File: src/rtl/cc_pkg.sv
// Shared cache-controller definitions: AXI burst encodings, line geometry and
// the miss-scheduler FSM state type.
package cc_pkg;

  localparam logic [1:0] AXI_BURST_WRAP = 2'b10;
  localparam logic [2:0] AXI_SIZE_8B    = 3'd3;
  localparam int         LINE_BEATS     = 8;
  localparam int         LINE_OFFSET_W  = 6;

  typedef enum logic {
    S_IDLE,
    S_REQ
  } miss_sched_state_t;

endpackage

File: src/rtl/cc_miss_scheduler_if.sv
// Memory AR channel as seen from the miss scheduler; master drives the request,
// slave (memory side) returns ready.
interface cc_miss_scheduler_if;

  logic [3:0]  mem_arid_o;
  logic [31:0] mem_araddr_o;
  logic [3:0]  mem_arlen_o;
  logic [2:0]  mem_arsize_o;
  logic [1:0]  mem_arburst_o;
  logic        mem_arvalid_o;
  logic        mem_arready_i;

  modport master (
    output mem_arid_o,
    output mem_araddr_o,
    output mem_arlen_o,
    output mem_arsize_o,
    output mem_arburst_o,
    output mem_arvalid_o,
    input  mem_arready_i
  );

  modport slave (
    input  mem_arid_o,
    input  mem_araddr_o,
    input  mem_arlen_o,
    input  mem_arsize_o,
    input  mem_arburst_o,
    input  mem_arvalid_o,
    output mem_arready_i
  );

endinterface

File: src/rtl/cc_credit_counter.sv
// Saturating up/down credit counter; simultaneous inc/dec cancel, and a
// decrement at zero holds the count and flags underflow.
module cc_credit_counter #(
  parameter int MAX = 2,
  parameter int W   = 3
) (
  input  logic         clk,
  input  logic         rst,
  input  logic         inc_i,
  input  logic         dec_i,
  output logic [W-1:0] cnt_o,
  output logic         full_o,
  output logic         underflow_o
);

  localparam logic [W-1:0] MAX_C = W'(MAX);

  logic [W-1:0] cnt_q, cnt_d;

  always_comb begin
    cnt_d = cnt_q;
    if (inc_i && !dec_i && cnt_q != MAX_C) begin
      cnt_d = cnt_q + 1'b1;
    end else if (dec_i && !inc_i && cnt_q != '0) begin
      cnt_d = cnt_q - 1'b1;
    end
  end

  always_ff @(posedge clk) begin
    if (rst) begin
      cnt_q <= '0;
    end else begin
      cnt_q <= cnt_d;
    end
  end

  assign cnt_o       = cnt_q;
  assign full_o      = (cnt_q >= MAX_C);
  assign underflow_o = dec_i && (cnt_q == '0);

endmodule

File: src/rtl/cc_miss_scheduler.sv
// Pops miss addresses and issues one critical-word-first WRAP line refill per
// miss on the AR channel, bounding bursts in flight by rlast completions.
module cc_miss_scheduler
  import cc_pkg::*;
#(
  parameter int         MAX_OUTSTANDING = 2,
  parameter logic [3:0] ARID            = 4'h0
) (
  input  logic                       clk,
  input  logic                       rst,
  input  logic                       cfg_en_i,
  input  logic                       miss_req_fifo_empty_i,
  input  logic [31:0]                miss_req_fifo_rdata_i,
  output logic                       miss_req_fifo_rden_o,
  cc_miss_scheduler_if.master        ar_if,
  input  logic                       mem_rvalid_i,
  input  logic                       mem_rready_i,
  input  logic                       mem_rlast_i,
  output logic [2:0]                 outstanding_o,
  output logic                       busy_o,
  output logic                       err_o
);

  // Keep the critical-word bits, drop the byte offset within a beat.
  localparam logic [31:0] BEAT_MASK = ~((32'd1 << AXI_SIZE_8B) - 32'd1);

  miss_sched_state_t state_q;
  logic [31:0]       addr_q;
  logic              arvalid_q;
  logic              err_q;
  logic              pop;
  logic              ar_hs;
  logic              r_done;
  logic              cnt_full;
  logic              underflow;
  logic [2:0]        cnt;

  assign ar_hs  = arvalid_q && ar_if.mem_arready_i;
  assign r_done = mem_rvalid_i && mem_rready_i && mem_rlast_i;

  cc_credit_counter #(
    .MAX (MAX_OUTSTANDING),
    .W   (3)
  ) u_credit (
    .clk         (clk),
    .rst         (rst),
    .inc_i       (ar_hs),
    .dec_i       (r_done),
    .cnt_o       (cnt),
    .full_o      (cnt_full),
    .underflow_o (underflow)
  );

  // Credit check uses the registered count, so a completion frees a slot next cycle.
  assign pop = (state_q == S_IDLE) && cfg_en_i && !miss_req_fifo_empty_i && !cnt_full;

  always_ff @(posedge clk) begin
    if (rst) begin
      state_q   <= S_IDLE;
      arvalid_q <= 1'b0;
      addr_q    <= '0;
      err_q     <= 1'b0;
    end else begin
      err_q <= err_q | underflow;
      case (state_q)
        S_IDLE: begin
          if (pop) begin
            addr_q    <= miss_req_fifo_rdata_i & BEAT_MASK;
            arvalid_q <= 1'b1;
            state_q   <= S_REQ;
          end
        end
        S_REQ: begin
          if (ar_hs) begin
            arvalid_q <= 1'b0;
            state_q   <= S_IDLE;
          end
        end
        default: state_q <= S_IDLE;
      endcase
    end
  end

  assign miss_req_fifo_rden_o = pop;
  assign ar_if.mem_arid_o     = ARID;
  assign ar_if.mem_araddr_o   = addr_q;
  assign ar_if.mem_arlen_o    = 4'(LINE_BEATS - 1);
  assign ar_if.mem_arsize_o   = AXI_SIZE_8B;
  assign ar_if.mem_arburst_o  = AXI_BURST_WRAP;
  assign ar_if.mem_arvalid_o  = arvalid_q;
  assign outstanding_o        = cnt;
  assign busy_o               = (state_q != S_IDLE) || (cnt != 3'd0);
  assign err_o                = err_q;

endmodule

File: src/flat_wrapper.sv
// flat-port wrapper written by rule: the top's interface ports become plain ports
module cc_miss_scheduler_flat import cc_pkg::*;
#(
  parameter int         MAX_OUTSTANDING = 2,
  parameter logic [3:0] ARID            = 4'h0
)
  (clk, rst, cfg_en_i, miss_req_fifo_empty_i, miss_req_fifo_rdata_i, miss_req_fifo_rden_o, mem_rvalid_i, mem_rready_i, mem_rlast_i, outstanding_o, busy_o, err_o, ar_if_mem_arid_o, ar_if_mem_araddr_o, ar_if_mem_arlen_o, ar_if_mem_arsize_o, ar_if_mem_arburst_o, ar_if_mem_arvalid_o, ar_if_mem_arready_i);
  cc_miss_scheduler_if ar_if_i ();
  input  logic clk;
  input  logic rst;
  input  logic cfg_en_i;
  input  logic miss_req_fifo_empty_i;
  input  logic [31:0] miss_req_fifo_rdata_i;
  output logic miss_req_fifo_rden_o;
  input  logic mem_rvalid_i;
  input  logic mem_rready_i;
  input  logic mem_rlast_i;
  output logic [2:0] outstanding_o;
  output logic busy_o;
  output logic err_o;
  output wire logic [$bits(ar_if_i.mem_arid_o)-1:0] ar_if_mem_arid_o;
  output wire logic [$bits(ar_if_i.mem_araddr_o)-1:0] ar_if_mem_araddr_o;
  output wire logic [$bits(ar_if_i.mem_arlen_o)-1:0] ar_if_mem_arlen_o;
  output wire logic [$bits(ar_if_i.mem_arsize_o)-1:0] ar_if_mem_arsize_o;
  output wire logic [$bits(ar_if_i.mem_arburst_o)-1:0] ar_if_mem_arburst_o;
  output wire logic [$bits(ar_if_i.mem_arvalid_o)-1:0] ar_if_mem_arvalid_o;
  input wire logic [$bits(ar_if_i.mem_arready_i)-1:0] ar_if_mem_arready_i;
  assign ar_if_mem_arid_o = ar_if_i.mem_arid_o;
  assign ar_if_mem_araddr_o = ar_if_i.mem_araddr_o;
  assign ar_if_mem_arlen_o = ar_if_i.mem_arlen_o;
  assign ar_if_mem_arsize_o = ar_if_i.mem_arsize_o;
  assign ar_if_mem_arburst_o = ar_if_i.mem_arburst_o;
  assign ar_if_mem_arvalid_o = ar_if_i.mem_arvalid_o;
  assign ar_if_i.mem_arready_i = ar_if_mem_arready_i;
  cc_miss_scheduler #(.MAX_OUTSTANDING(MAX_OUTSTANDING), .ARID(ARID)) u_core (.clk(clk), .rst(rst), .cfg_en_i(cfg_en_i), .miss_req_fifo_empty_i(miss_req_fifo_empty_i), .miss_req_fifo_rdata_i(miss_req_fifo_rdata_i), .miss_req_fifo_rden_o(miss_req_fifo_rden_o), .ar_if(ar_if_i), .mem_rvalid_i(mem_rvalid_i), .mem_rready_i(mem_rready_i), .mem_rlast_i(mem_rlast_i), .outstanding_o(outstanding_o), .busy_o(busy_o), .err_o(err_o));
endmodule
File: config.mk
export PLATFORM = sky130hd
export DESIGN_NAME = cc_miss_scheduler_flat
export DESIGN_NICKNAME = d
export VERILOG_FILES = /design/src/rtl/cc_pkg.sv /design/src/rtl/cc_miss_scheduler_if.sv /design/src/rtl/cc_credit_counter.sv /design/src/rtl/cc_miss_scheduler.sv /design/src/flat_wrapper.sv
export SDC_FILE = /design/constraint.sdc
export NUM_CORES = 1
export LEC_CHECK = 0
export ABC_AREA = 1
export BUFFER_PORTS_ARGS = -buffer_cell sky130_fd_sc_hd__buf_2
export CORE_AREA = 10 10 62 77
export DETAILED_ROUTE_END_ITERATION = 8
export DIE_AREA = 0 0 72 87
export GPL_ROUTABILITY_DRIVEN = 0
export PLACE_DENSITY = 0.83
export SLEW_MARGIN = 10
export SYNTH_ARGS = -nofsm -noshare
export SYNTH_HDL_FRONTEND = slang
export SYNTH_SLANG_ARGS = --single-unit
File: constraint.sdc
create_clock -name clk -period 3.5 [get_ports clk]
set_input_delay 1.05 -clock clk [delete_from_list [all_inputs] [get_ports clk]]
set_output_delay 1.05 -clock clk [all_outputs]
set_load 0.1 [all_outputs]
==> flow_summary.ini <==
[sta]
period_needed_ns = 2.67
maxSlewViolCount = 0
slew_headroom_pct = 46.2
fin_ws_ns = 0.831
final_hold_viol_count = 0
rsz0062_at_grt = false
finClkSkew_ns = 0.00303
worstMarginPinSlew_ns = 0.806
hold_ws_ns = 0.462
setup_viol = 0
fmax_mhz = 375
tns_ns = 0
finalCritPeriodShare_pct = 76.3

[power_and_ir_drop]
leakage_nw = 0.955
peakVddDrop_mv = 0.376
p_per_area_nw_per_um2 = 660

[synth]
avgSynthCellArea_um2 = 7.59
synth-warning-count = 0
synth_edf_count = 0
netlist.area_leader.share_pct = 48.3
async_flop_share_pct = 0
synth_cell_types = 18
netlist_top_cells_area = dfxtp_1, nor2_1, o21ai_0
ys_seq_elements = 35
seq_area_frac_synth_pct = 48.3
synth_common_cells = nor2_1, dfxtp_1, o21ai_0
synthCells = 191
synth_top_area_cell = dfxtp_1
synthFlopType = dfxtp_1
syn_area_um2 = 1450
yosysMostFrequentCell = nor2_1

[finish]
antenna_cells = 0
seq_area_um2 = 701
n_fill_cell = 349
final_nets = 302
multi_input_area_um2 = 588
drive_gt1_share_pct = 31.7
areaGrowthSynthToFinish_pct = 27.1

[floorplan]
die_h_um = 87
die_x_um = 72
die_area_um2 = 6260
start_util_pct = 43.1
io-pin-count = 92
fp-row-count = 24
core-area_um2 = 3360

[job]
max_cap_viol_count = 0

[drt]
ant_nets = 0
drt_pass1_iterations = 4
via_count = 1339
routed_wire_length_per_instance_um = 12.4
drc = 0
drt_iter0_drc = 42
vias_per_cell = 4.45
routed_wl_mm = 3.74

[clock_network]
cts_setup_buffers = 0
clock_latency_ns = 0.27
cts_tree = yes
cts_root_buf = clkbuf_8
hold_buffers = 0
htree_levels = 2
cts_resized = 0
cts_buffers = 5
clkSlewWorstSetupHoldPaths_ns = 0.07
numClockSinks = 35
ctsLongestPathBuffers = 2

[placement]
place_ws_ns = 0.830
port_buffers = 72
hpwlAfterDp_mm = 2.92

[grt]
grt_max_degree = 34
grt_util_all_layers_pct = 11.9
grt_pass1_vias = 1354
grt_overflow = 0
antenna_found_initial = 0
grt_pass1_wl_mm = 6.08

[setup_path]
crit_path_start_kind = input pin
critPathArrivalTime_ns = 1.62
endpoint_kind = output port
timing.rr.start = u_core.u_credit.cnt_o[0]
crit_type = input pin to output port
worstPathRequired_ns = 2.45
crit_fanout = 2
setup.worst_path.start = miss_req_fifo_empty_i

[status]
status = complete, no violations

[worst_hold_path]
hp-class = flop to flop
hold_path_startpoint = u_core.state_q
-- per-layer routing --
metal,vias up,global-route usage (%),share of wire [%],wire length [um]
li1,703,-,-,-
met1,582,11.0,37,1370
met2,52,21.8,54,2020
met3,2,6.28,8.8,331
met4,0,3.70,0.51,19
met5,-,0,0,0
-- power breakdown --
part / switching, mW / internal, mW
clock: 0.132 / 0.139
combinational: 0.421 / 0.0731
sequential: 0.0165 / 0.433
total: 0.570 / 0.646
-- state kept, by name, summed over array words and instances, names as in the netlist --
name,cells
u_core.ar_if.mem_araddr_o,29
u_core.ar_if.mem_arvalid_o,1
u_core.err_o,1
u_core.u_credit.cnt_o,3
u_core.state_q,1
-- worst max-delay path, stage by stage --
cell and delay, ns:
buf_2 0.09, nor2_1 0.12, nand3_2 0.09, inv_2 0.09, buf_12 0.17
-- stage by stage --
stage / instances / instance area (um^2) / utilization (%) / total power [mW]
6_report: 301 / 1840 / 54.8 / 1.22
4_1_cts: 301 / 1840 / 54.8 / 1.23
2_1_floorplan: 205 / 1500 / - / 0.897
3_5_place_dp: 293 / 1760 / 52.4 / 0.957
3_3_place_gp: 293 / 1760 / 52.4 / 0.952
5_1_grt: 301 / 1840 / 54.8 / 1.28
-- logic make-up after synthesis --
group | after synthesis | synth area share, %
other | 2 | 0.518
AOI/OAI and AO/OA | 34 | 11.7
buffers and inverters | 34 | 14.8
and+or+nand+nor | 85 | 23.3
DFF | 35 | 48.3
adders and majority gates | 1 | 1.38
-- layout by cell type (no fill, tap or decap) --
master	count
a21oi_1	2
clkbuf_8	5
dfxtp_1	35
buf_4	2
nand4_1	1
buf_2	71
clkinv_2	1
buf_12	1
o21ai_0	32
inv_1	8
nand2_1	6
clkbuf_1	2
nor2_2	1
nand3_2	1
conb_1	16
nand3_1	6
fa_1	1
nor2_1	70
inv_2	1
-- path summary, 6_finish.rpt --
path	endpoint	slack, ns	cells past startpoint
worst min register to register	u_core.state_q	0.46	2
worst max-delay path	miss_req_fifo_rden_o	0.83	5
worst max register to register	u_core.u_credit.cnt_o[2]	1.91	8
worst min-delay path	u_core.state_q	0.46	2
-- cell type report --
| cell class | instances | share of cell area [%] |
|---|---|---|
| clock buffers | 7 | 4.14 |
| clock inverters | 1 | 0.272 |
| well taps | 39 | 2.65 |
| repair buffers | 74 | 21.2 |
| inverters | 9 | 1.83 |
| flip-flops and latches | 35 | 38.0 |
| multi-input cells | 136 | 31.9 |
Power figures use the tool's default switching activity.
